`src/rtl/abc_pkg.sv`:
```
// Shared types and constants for the A*B+C window accumulator slice.
// Build option ABC_ACC_SAT_EN (see abc_sat_add) selects saturating sums.
package abc_pkg;

  localparam int DATA_W        = 16;
  localparam int DEF_ACC_W     = 20;
  localparam int DEF_N_SAMPLES = 32;

  typedef enum logic [1:0] {
    IDLE  = 2'd0,
    ACCUM = 2'd1,
    HOLD  = 2'd2
  } acc_state_t;

endpackage

```
`src/rtl/abc_sat_add.sv`:
```
// Combinational accumulator adder: ACC_W + zero-extended DATA_W, with carry out.
// With ABC_ACC_SAT_EN defined the result clamps to all-ones on carry; otherwise it wraps.
module abc_sat_add
  import abc_pkg::*;
#(
  parameter int ACC_W = DEF_ACC_W
) (
  input  logic [ACC_W-1:0]  a,
  input  logic [DATA_W-1:0] b,
  output logic [ACC_W-1:0]  sum,
  output logic              carry
);

  logic [ACC_W:0] raw;

  always_comb begin
    raw   = {1'b0, a} + (ACC_W+1)'(b);
    carry = raw[ACC_W];
`ifdef ABC_ACC_SAT_EN
    sum   = carry ? '1 : raw[ACC_W-1:0];
`else
    sum   = raw[ACC_W-1:0];
`endif
  end

endmodule

```
`src/rtl/abc_window_accumulator.sv`:
```
// Sums N_SAMPLES accepted in_data words into one window sum held on a valid/ready output.
// Build option ABC_ACC_SAT_EN (in abc_sat_add) makes the window sum saturate instead of wrap.
module abc_window_accumulator
  import abc_pkg::*;
#(
  parameter int N_SAMPLES = DEF_N_SAMPLES,
  parameter int ACC_W     = DEF_ACC_W
) (
  input  logic              clk,
  input  logic              reset,
  input  logic [DATA_W-1:0] in_data,
  input  logic              in_valid,
  output logic              in_ready,
  output logic [ACC_W-1:0]  sum_out,
  output logic              sum_ovf,
  output logic              sum_valid,
  input  logic              sum_ready,
  output logic [7:0]        win_count,
  output acc_state_t        dbg_state
);

  // Handshake: a word moves on a rising edge only when its valid and ready are both
  // high; valid never waits on ready, and in_ready depends only on state and sum_ready.
  localparam logic [7:0] LAST_IDX = 8'(N_SAMPLES - 1);

  acc_state_t       state, state_nxt;
  logic [ACC_W-1:0] acc, acc_nxt;
  logic             ovf_sticky, sticky_nxt;
  logic [7:0]       win_nxt;
  logic [ACC_W-1:0] sum_nxt;
  logic             sum_ovf_nxt, sum_valid_nxt;
  logic [ACC_W-1:0] add_sum;
  logic             add_carry;
  logic             in_xfer, out_xfer;

  abc_sat_add #(.ACC_W(ACC_W)) u_add (
    .a     (acc),
    .b     (in_data),
    .sum   (add_sum),
    .carry (add_carry)
  );

  assign in_ready  = (state != HOLD) || sum_ready;
  assign in_xfer   = in_valid && in_ready;
  assign out_xfer  = sum_valid && sum_ready;
  assign dbg_state = state;

  // acc is already zero in HOLD, so a sample taken there starts a fresh window.
  always_comb begin
    state_nxt     = state;
    acc_nxt       = acc;
    sticky_nxt    = ovf_sticky;
    win_nxt       = win_count;
    sum_nxt       = sum_out;
    sum_ovf_nxt   = sum_ovf;
    sum_valid_nxt = sum_valid;

    if (out_xfer) begin
      sum_valid_nxt = 1'b0;
      state_nxt     = IDLE;
    end

    if (in_xfer) begin
      if (win_count == LAST_IDX) begin
        sum_nxt       = add_sum;
        sum_ovf_nxt   = ovf_sticky | add_carry;
        sum_valid_nxt = 1'b1;
        acc_nxt       = '0;
        sticky_nxt    = 1'b0;
        win_nxt       = 8'd0;
        state_nxt     = HOLD;
      end else begin
        acc_nxt    = add_sum;
        sticky_nxt = ovf_sticky | add_carry;
        win_nxt    = win_count + 8'd1;
        state_nxt  = ACCUM;
      end
    end
  end

  always_ff @(posedge clk) begin
    if (reset) begin
      state      <= IDLE;
      acc        <= '0;
      ovf_sticky <= 1'b0;
      win_count  <= 8'd0;
      sum_out    <= '0;
      sum_ovf    <= 1'b0;
      sum_valid  <= 1'b0;
    end else begin
      state      <= state_nxt;
      acc        <= acc_nxt;
      ovf_sticky <= sticky_nxt;
      win_count  <= win_nxt;
      sum_out    <= sum_nxt;
      sum_ovf    <= sum_ovf_nxt;
      sum_valid  <= sum_valid_nxt;
    end
  end

endmodule

```
`config.mk`:
```
export PLATFORM = sky130hd
export DESIGN_NAME = abc_window_accumulator
export DESIGN_NICKNAME = d
export VERILOG_FILES = /design/src/rtl/abc_pkg.sv /design/src/rtl/abc_sat_add.sv /design/src/rtl/abc_window_accumulator.sv
export SDC_FILE = /design/constraint.sdc
export NUM_CORES = 1
export LEC_CHECK = 0
export ABC_AREA = 0
export CAP_MARGIN = 10
export CORE_UTILIZATION = 57
export DETAILED_ROUTE_END_ITERATION = 8
export PLACE_DENSITY = 0.95
export SYNTH_ARGS = -nofsm -noshare
export SYNTH_HDL_FRONTEND = slang
export SYNTH_SLANG_ARGS = --single-unit
```
`constraint.sdc`:
```
create_clock -name clk -period 8.3 [get_ports clk]
set_input_delay 1.66 -clock clk [delete_from_list [all_inputs] [get_ports clk]]
set_output_delay 1.66 -clock clk [all_outputs]
set_load 0.01 [all_outputs]
```
==> summary.md <==
| Metric | Value |
|---|---|
| Share of cells above drive strength 1 | `0.0458` |
| Cells on worst reg2reg path | `8` |
| Vias in the first global route | `2,877` |
| Multiplexer share of the synthesized area | `0.00372` |
| HPWL after DPL | `5470 µm` |
| Ys async rst share | `0` |
| Hold buffer count at cts | `0` |
| Critical path endpoint | `in_ready` |
| Fill cell count | `408` |
| Share of the synthesized area in the top cell type | `0.350` |
| CP max FO | `3` |
| Critical Path RT | `6.64 ns` |
| Seq/Total Area, Yosys | `0.350` |
| CP peak stage delay | `0.50 ns` |
| Seq cells post-synth | `53` |
| Die width | `74.9 µm` |
| Metal3 WL | `492 µm` |
| Initial DRC count | `276` |
| Post-CTS setup repair buffer count | `0` |
| Period utilization | `0.560` |
| Routed length per instance | `16.4 µm` |
| Total CTS buffers | `5` |
| Clock slew at reported path FFs | `0.10 ns` |
| N_diodes | `0` |
| Detail Route met2 WL | `3790 µm` |
| Syn nets | `414` |
| Die span in y | `74.9 µm` |
| Worst-Margin Slew | `1.04 ns` |
| CP cell instances | `clkdlybuf4s50_1 -> or3b_1 -> clkdlybuf4s50_1` |
| Worst setup margin | `3.65 ns` |
| CTS tree | `built` |
| Post-cts sizing count | `0` |
| Most frequent cell after synthesis | `dfxtp_1` |
| Xor/xnor share of the synthesized area | `0.0492` |
| Largest net degree at the start of global routing | `36` |
| Buffer depth of the longest clock path | `2` |
| Main synth FF type | `dfxtp_1` |
| Placer Congestion | `0.937` |
| Avg Inst Size Synth | `8.05 µm²` |
| # IOs | `53` |
| P_leak | `1.37 nW` |
| Root buffer cell | `clkbuf_8` |
| Max cap viols | `0` |
| Simple logic cell fraction of the synthesized area | `0.233` |
| Synth Area in Compound Gates | `0.247` |
| Full die area | `0.00561 mm²` |
| P&R area growth vs syn | `21.6%` |
| Synth cell count leaders | `53 x dfxtp_1, 42 x nand2_1, 32 x nor2_1` |
| Top routing layer in use | `met4` |
| Met1 wire length | `3590 µm` |
| CTS H-tree depth | `2` |
| CP Launch Type | `input port` |
| R2R Path End | `acc[14]` |
| Hold Path Origin | `sum_out[3]` |
| DRC viols | `0` |
| Critical Path Sink Type | `primary output` |
| RSZ-0062 raised after global routing | `false` |
| Largest area contributor in the netlist | `dfxtp_1` |
| Most used cell, CP | `clkdlybuf4s50_1` |
| Clk Latency, worst-skew pair | `0.31 ns` |
| Fin. max-slew vios | `0` |
| Pwr/cell area | `172 mW/mm²` |
| Total power | `635 µW` |
| Worst reg2reg path startpoint | `acc[0]` |
| Worst-path cell with the longest stage delay | `clkdlybuf4s50_1` |
| CP arrival | `2.99 ns` |
| Initial antenna violation count | `0` |
| DR vias | `3,022` |
| Count of different cell masters after synthesis | `56` |
| Pre-CTS setup slack | `3.65 ns` |
| Nets | `452` |
| Status | `finished clean` |
| Final setup violation count | `0` |
| Synth top area cells | `dfxtp_1 35%, ha_1 7.0%, nand2_1 5.2%` |
| Via/cell ratio | `6.23` |
| Clock skew | `0.00625 ns` |
| FP Rows | `26` |
| FMAX | `215 MHz` |
| Post-Route Utilization | `0.721` |
| GRT Total Usage | `0.309` |
| Hold Violations, Final | `0` |
| ANT nets after route | `0` |
| CP startpoint | `sum_ready` |
| EDFF count, synth | `0` |
| Buffers on Ports | `52` |
| Grt ovf | `0` |
| Largest family of logic cells by synthesized area | `compound AO/OA/AOI/OAI gates` |
| Crit path kind | `in2out` |
| Fin crit period | `4.65 ns` |
| Core footprint | `0.00511 mm²` |
| Number of detailed-route iterations in the first pass | `5` |
| Final wirelength | `7970 µm` |
| Initial Utilization | `0.593` |
| Hold Slack | `0.462 ns` |
| Flop-to-flop setup slack | `5.62 ns` |
| Clk sink count | `53` |
| Hold Crit Class | `reg2reg` |
| Netlist Area Pre-Place | `0.00303 mm²` |
| Synth Instances | `376` |
| Setup TNS | `0 ns` |
| Peak supply drop | `0.116 mV` |
| Synth warn | `0` |
| Synth Area in Adders | `0.0769` |
| First-pass GRT wire length | `13,200 µm` |
| Slew margin rel. | `0.302` |
==> registers in the layout (all words and copies together), names as in the netlist <==
signal / cells
acc: 20
dbg_state: 2
sum_out: 20
ovf_sticky: 1
sum_valid: 1
win_count: 8
sum_ovf: 1
==> placed cells by master (no fill, tap or decap), drive strengths merged, types with 5 or more instances in the layout <==
cell | netlist | layout
o211ai | 6 | 6
nand3 | 19 | 19
or3 | 6 | 6
xor2 | 10 | 10
a22oi | 7 | 7
dfxtp | 53 | 53
clkdlybuf4s50 | 0 | 52
nor3 | 8 | 8
clkbuf | 17 | 6
inv | 5 | 5
xnor2 | 7 | 7
a21oi | 30 | 30
nand2 | 42 | 42
nand4 | 7 | 7
nor2 | 32 | 32
a211oi | 5 | 5
a31oi | 7 | 7
a22o | 5 | 5
ha | 17 | 17
o21ai | 29 | 29
==> layout make-up <==
cell class / instances / area [µm²] / share of cell area
clock buffer: 6 / 82.6 / 0.0224
clock inverter: 2 / 37.5 / 0.0102
inverter: 5 / 18.8 / 0.00510
multi-input combinational: 294 / 1850 / 0.503
sequential: 53 / 1060 / 0.288
tap: 70 / 87.6 / 0.0238
timing repair buffer: 55 / 543 / 0.147
==> power breakdown <==
part,internal [mW],total (mW),leakage (nW),switching [mW]
logic,0.0692,0.172,0.886,0.103
registers,0.267,0.276,0.431,0.00898
clock network,0.0982,0.187,0.0574,0.0884
==> worst max-delay path, delay by kind of cell <==
| kind | cells | cell delay, ns |
|---|---|---|
| buffers and inverters | 2 | 0.93 |
| AND/OR/NAND/NOR | 1 | 0.40 |
==> worst min-delay path by stage <==
stage / endpoint / cells past startpoint
finish: sum_out[3] / 2
global route: sum_out[13] / 2
global placement: sum_out[6] / 2
floorplan: acc[10] / 2
CTS: sum_out[5] / 2
detailed placement: sum_out[6] / 2
==> per-layer routing <==
layer / vias to the layer above / track usage
met1: 1430 / 0.393
met3: 10 / 0.0696
met2: 115 / 0.535
li1: 1467 / -
met4: 0 / 0.0692
met5: - / 0
==> stage by stage <==
step | instances | instance area [µm²]
detailed placement | 477 | 3560
global placement | 477 | 3560
finish | 485 | 3680
global route | 485 | 3680
floorplan | 376 | 3030
CTS | 485 | 3680
==> kinds of logic (layout without fill, tap and decap cells) <==
kind of cell / count (synthesis) / in the layout
fa+ha+maj: 18 / 18
simple gates: 142 / 142
mux: 1 / 1
flops: 53 / 53
buf+inv: 29 / 68
compound gates: 116 / 116
xor+xnor: 17 / 17
No activity file was read; power rests on OpenSTA's default activity.
